$ cat src/rtl/cpu_pkg.sv
// Shared definitions for the 16-bit CPU: datapath widths, opcode field
// position and the fetch-stage state encoding.
package cpu_pkg;

    localparam int OPCODE_W   = 3;
    localparam int INSTR_W    = 16;
    localparam int ADDR_W     = 16;
    localparam int OPCODE_MSB = 15;
    localparam int OPCODE_LSB = 13;

    typedef enum logic [1:0] {
        IDLE,
        ISSUE,
        WAIT,
        DISCARD
    } fetch_state_t;

    function automatic logic [OPCODE_W-1:0] opcode_of(input logic [INSTR_W-1:0] word);
        return word[OPCODE_MSB:OPCODE_LSB];
    endfunction

endpackage

$ cat src/rtl/instr_fetch.sv
// Instruction fetch stage: PC, req/ready fetch from instruction memory and a
// one-entry instruction register feeding the control decoder.
module instr_fetch
    import cpu_pkg::*;
#(
    parameter logic [ADDR_W-1:0] RESET_PC = 16'h0000
) (
    input  logic                clk,
    input  logic                rst,
    output logic                imem_req,
    output logic [ADDR_W-1:0]   imem_addr,
    input  logic [INSTR_W-1:0]  imem_rdata,
    input  logic                imem_ready,
    input  logic                stall,
    input  logic                redirect,
    input  logic [ADDR_W-1:0]   redirect_pc,
    output logic                instr_valid,
    output logic [INSTR_W-1:0]  instr,
    output logic [ADDR_W-1:0]   instr_pc,
    output logic [OPCODE_W-1:0] opcode
);

    fetch_state_t        state;
    fetch_state_t        state_next;
    logic [ADDR_W-1:0]   pc;
    logic [ADDR_W-1:0]   pc_next;
    logic [ADDR_W-1:0]   req_addr;
    logic [ADDR_W-1:0]   req_addr_next;
    logic [INSTR_W-1:0]  instr_next;
    logic [ADDR_W-1:0]   instr_pc_next;
    logic                instr_valid_next;
    logic                consume;
    logic                space;
    logic                load;
    logic [ADDR_W-1:0]   load_pc;

    assign consume = instr_valid & ~stall;
    assign space   = ~instr_valid | ~stall;
    assign opcode  = opcode_of(instr);

    always_ff @(posedge clk or posedge rst) begin
        if (rst) begin
            state       <= IDLE;
            pc          <= RESET_PC;
            req_addr    <= '0;
            instr       <= '0;
            instr_pc    <= '0;
            instr_valid <= 1'b0;
        end else begin
            state       <= state_next;
            pc          <= pc_next;
            req_addr    <= req_addr_next;
            instr       <= instr_next;
            instr_pc    <= instr_pc_next;
            instr_valid <= instr_valid_next;
        end
    end

    // imem_req/imem_addr are decoded from state so an abandoned request
    // disappears the moment reset is asserted.
    always_comb begin
        state_next       = state;
        pc_next          = pc;
        req_addr_next    = req_addr;
        instr_next       = instr;
        instr_pc_next    = instr_pc;
        instr_valid_next = instr_valid & ~consume;
        imem_req         = 1'b0;
        imem_addr        = pc;
        load             = 1'b0;
        load_pc          = pc;

        case (state)
            IDLE: begin
                state_next = ISSUE;
            end
            ISSUE: begin
                imem_req = space & ~redirect;
                if (imem_req && imem_ready) begin
                    load = 1'b1;
                end else if (imem_req) begin
                    req_addr_next = pc;
                    state_next    = WAIT;
                end
            end
            WAIT: begin
                imem_req  = 1'b1;
                imem_addr = req_addr;
                load_pc   = req_addr;
                if (imem_ready) begin
                    load       = 1'b1;
                    state_next = ISSUE;
                end
            end
            DISCARD: begin
                imem_req  = 1'b1;
                imem_addr = req_addr;
                if (imem_ready) begin
                    state_next = ISSUE;
                end
            end
            default: begin
                state_next = IDLE;
            end
        endcase

        // A redirect outranks everything: any returning data is stale, and a
        // request still outstanding must be drained in DISCARD.
        if (redirect) begin
            pc_next          = redirect_pc;
            instr_valid_next = 1'b0;
            if ((state == WAIT || state == DISCARD) && !imem_ready) begin
                state_next = DISCARD;
            end else begin
                state_next = ISSUE;
            end
        end else if (load) begin
            instr_next       = imem_rdata;
            instr_pc_next    = load_pc;
            pc_next          = load_pc + 16'd1;
            instr_valid_next = 1'b1;
        end
    end

endmodule

$ cat config.mk
export PLATFORM = sky130hd
export DESIGN_NAME = instr_fetch
export DESIGN_NICKNAME = d
export VERILOG_FILES = /design/src/rtl/cpu_pkg.sv /design/src/rtl/instr_fetch.sv
export SDC_FILE = /design/constraint.sdc
export NUM_CORES = 1
export LEC_CHECK = 0
export CAP_MARGIN = 20
export CORE_MARGIN = 4
export CORE_UTILIZATION = 53
export CTS_BUF_LIST = sky130_fd_sc_hd__clkbuf_16
export DETAILED_ROUTE_END_ITERATION = 10
export GPL_ROUTABILITY_DRIVEN = 0
export PLACE_DENSITY = 0.95
export SLEW_MARGIN = 25
export SYNTH_ARGS = -nofsm -noshare
export SYNTH_HDL_FRONTEND = slang
export SYNTH_SLANG_ARGS = --single-unit
$ cat constraint.sdc
create_clock -name clk -period 5.95 [get_ports clk]
set_clock_uncertainty 0.15 [all_clocks]
set_input_delay 0.595 -clock clk [delete_from_list [all_inputs] [get_ports clk]]
set_output_delay 0.595 -clock clk [all_outputs]
set_load 0.01 [all_outputs]
==> results.sh <==
export IMPL_cell_area_power_density_nw_per_um2=486.4
export IMPL_die_w_microns=89.74
export IMPL_postSynth_topFlopCell="dfrtp_1"
export IMPL_path_clk_slew_ps=50
export IMPL_hold_crit_endpoint="instr[9]$_DFFE_PP0P_"
export IMPL_gr_total_overflow=0
export IMPL_netSwitchingFraction_pct=35.25
export IMPL_drt_pass1_iter_count=6
export IMPL_worst_r2r_endpoint="instr_pc[15]$_DFFE_PP0P_"
export IMPL_cp_data_arrival_time_ps=2780
export IMPL_p_leak_uw=0.002068
export IMPL_seq_area_frac_synth_pct=47.35
export IMPL_synth_compound_area_share_pct=8.728
export IMPL_max_cap_viol_count=0
export IMPL_reg2reg_setup_slack_ps=2920
export IMPL_drive_above_1_share_pct=13.06
export IMPL_worstSetupEndpointType="output port"
export IMPL_hold_path_class="flop to flop"
export IMPL_timing_rr_start="state[0]$_DFFE_PP0P_"
export IMPL_clock_latency_ps=330
export IMPL_cell_internal_power_uw=1484
export IMPL_net_switching_power_uw=807.8
export IMPL_power_share_sequential_pct=35.4
export IMPL_design_final_nets=481
export IMPL_critPathLaunch="state[0]$_DFFE_PP0P_"
export IMPL_design_portCount=90
export IMPL_worst_setup_path_category="flop to output port"
export IMPL_place_port_buffers=89
export IMPL_clock_path_buffers=2
export IMPL_numClockSinks=67
export IMPL_global_route_wire_length_before_repair_microns=14710
export IMPL_outcome="completed"
export IMPL_start_util_pct=55.13
export IMPL_synth_fp_nets=399
export IMPL_tns_ps=0
export IMPL_synth_enable_flop_cells=0
export IMPL_drt_wirelength_per_cell_microns=17.31
export IMPL_worstHoldPathCells=2
export IMPL_cts_htree_levels=3
export IMPL_worst_path_max_fanout=38
export IMPL_cp_required_ps=5200
export IMPL_yosys_mux_area_fraction_pct=17.35
export IMPL_area_growth_synth_to_final_pct=33.04
export IMPL_grt_pass1_vias=3054
export IMPL_ys_types=38
export IMPL_tritoncts_num_buffers=9
export IMPL_final_min_clock_period_ps=3525
export IMPL_clockRootBuffer="clkbuf_16"
export IMPL_number_of_antenna_violations_at_the_first_check_in_global_routing=0
export IMPL_postRouteWirelength_microns=9016
export IMPL_synthSimpleGateAreaFrac_pct=18.16
export IMPL_mappedNetlistArea_sq_um=3541
export IMPL_crit_path_start_kind="flop"
export IMPL_die_y_microns=89.74
export IMPL_yosys_area_share_adder_pct=1.767
export IMPL_worst_slew_margin_rel_pct=43.56
export IMPL_fp_dieArea_sq_um=8052
export IMPL_final_hold_violation_count=0
export IMPL_ys_seq_elements=67
export IMPL_cts_resized=0
export IMPL_post_synth_cell_area_avg_sq_um=9.918
export IMPL_synthesis_instances=357
export IMPL_route_vias_total=3000
export IMPL_grt_util_all_layers_pct=22.57
export IMPL_detailed_place_hpwl_microns=6089
export IMPL_report_final_setup_viol=0
export IMPL_cts_tree="done"
export IMPL_grt_setup_unrepaired="no"
export IMPL_maxSlewViolCount=0
export IMPL_min_from="instr[9]$_DFFE_PP0P_"
export IMPL_synthXorXnorAreaFrac_pct=2.721
export IMPL_drtIter0Drc=217
export IMPL_power_ir_vdd_worst_uv=246.0
export IMPL_coreArea_sq_um=6422
export IMPL_synth_top_family_by_area="simple AND/OR/NAND/NOR gates"
export IMPL_avgViaCountPerCell=5.758
export IMPL_worst_hold_slack_ps=320.5
export IMPL_max_freq_ghz=0.2837
export IMPL_grt_max_degree=68
export IMPL_detail_route_antenna_nets=0
export IMPL_cts_setup_buffers=0
export IMPL_combPwrFrac_pct=44.9
export IMPL_diodes=0
export IMPL_clockPowerShare_pct=19.7
export IMPL_remaining_drc_errors=0
export IMPL_postSynth_asyncResetShare_pct=100.0
export IMPL_timing_reg2reg_worst_path_depth=7
export IMPL_fp_row_count=29
export IMPL_worst_slew_pin_transition_ps=846.5
export IMPL_postCtsHoldBufs=0
export IMPL_ys_warn_count=0
export IMPL_min_period_over_period_pct=59.24
worst max-delay path by stage:
stage | end | slack (ps) | cells past startpoint
global route | imem_addr[3] | 2310 | 6
detailed placement | instr_pc[15]$_DFFE_PP0P_ | 2450 | 7
global placement | imem_addr[12] | 2560 | 6
finish | imem_addr[5] | 2430 | 6
floorplan | pc[14]$_DFFE_PP0P_ | 3280 | 12
CTS | imem_addr[5] | 2110 | 6
state kept, by name, summed over array words and instances (netlist names):
| name | cells |
|---|---|
| instr_valid | 1 |
| pc | 16 |
| state | 2 |
| req_addr | 16 |
| instr | 16 |
| instr_pc | 16 |
cells in the final DEF (no fill, tap or decap), drive strengths merged, types with 2 or more instances in the layout:
master         synthesis  final
nor2                   7      7
xnor2                 11     11
a22oi                  7      7
mux2i                 22     22
nor2b                  7      7
nand4b                 3      3
dfrtp                 67     67
clkdlybuf4s50          0     89
or2                    2      2
buf                   12      5
nand3                 10     10
nand2                 91     91
a21oi                  6      6
mux2                  35     35
nand3b                 6      6
inv                    4      6
o21ai                 32     32
clkinv                 0      5
nand4                  6      6
nor3                   2      2
ha                     5      5
clkbuf                11      9
metal layers:
layer	vias to the layer above	global-route usage (%)	part of all wire (%)
li1	1399	-	-
met1	1439	27.44	41
met2	132	38.91	50
met3	30	4.257	6.2
met4	0	10.34	2.6
met5	-	0	0
cell usage after synthesis, types with 4 or more instances:
| cell type | instances | share of area, % |
|---|---|---|
| nand3_1 | 9 | 1.3 |
| dfrtp_1 | 67 | 47 |
| clkbuf_1 | 11 | 1.2 |
| xnor2_1 | 11 | 2.7 |
| o21ai_0 | 31 | 4.4 |
| mux2i_1 | 22 | 6.2 |
| nand4_1 | 5 | 0.88 |
| mux2_2 | 35 | 11 |
| nand2_1 | 91 | 9.6 |
| buf_2 | 6 | 0.85 |
| ha_1 | 5 | 1.8 |
| a22oi_1 | 7 | 1.5 |
| a21oi_1 | 6 | 0.85 |
| nand3b_1 | 6 | 1.3 |
| nor2b_1 | 7 | 1.2 |
| nor2_1 | 6 | 0.64 |
| inv_1 | 4 | 0.42 |
| buf_4 | 4 | 0.85 |
layout make-up:
class / count / area (sq um)
repair buffers: 94 / 928.4
multi-input cells: 263 / 1742
well taps: 77 / 96.34
inverters: 4 / 15.01
fillers: 441 / 1712
clock inverters: 7 / 27.53
clock buffers: 9 / 225.2
flip-flops and latches: 67 / 1677
power by group through the flow:
stage / combinational (uW) / sequential, uW / clock, uW
2_1_floorplan: 516 / 822 / 0
6_report: 1030 / 811 / 451
3_3_place_gp: 981 / 801 / 0
4_1_cts: 1030 / 808 / 452
3_5_place_dp: 1020 / 813 / 0
5_1_grt: 1110 / 837 / 479
through the flow:
step / instances / area (sq um) / setup slack [ps] / utilization, % / total power [uW]
after CTS: 521 / 4706 / 2114 / 73.27 / 2295
after floorplan: 357 / 3541 / 3276 / - / 1338
after global routing: 521 / 4711 / 2310 / 73.35 / 2427
after detailed placement: 505 / 4453 / 2453 / 69.34 / 1833
after global placement: 505 / 4447 / 2559 / 69.24 / 1782
final: 521 / 4711 / 2426 / 73.35 / 2291
logic make-up after synthesis:
logic type	count (synthesis)
AOI/OAI and AO/OA	53
xor gates and xnor gates	11
adders and majority gates	5
buffers and inverters	27
DFF	67
muxes	57
and+or+nand+nor	137
worst max-delay path, stage by stage, from the launching register on:
cell             delay, ps
dfrtp_1                400
inv_1                  100
ha_1                   200
buf_4                  280
nor2_4                 560
mux2_2                 420
clkdlybuf4s50_1        480
No activity file was read; power rests on OpenSTA's default activity.
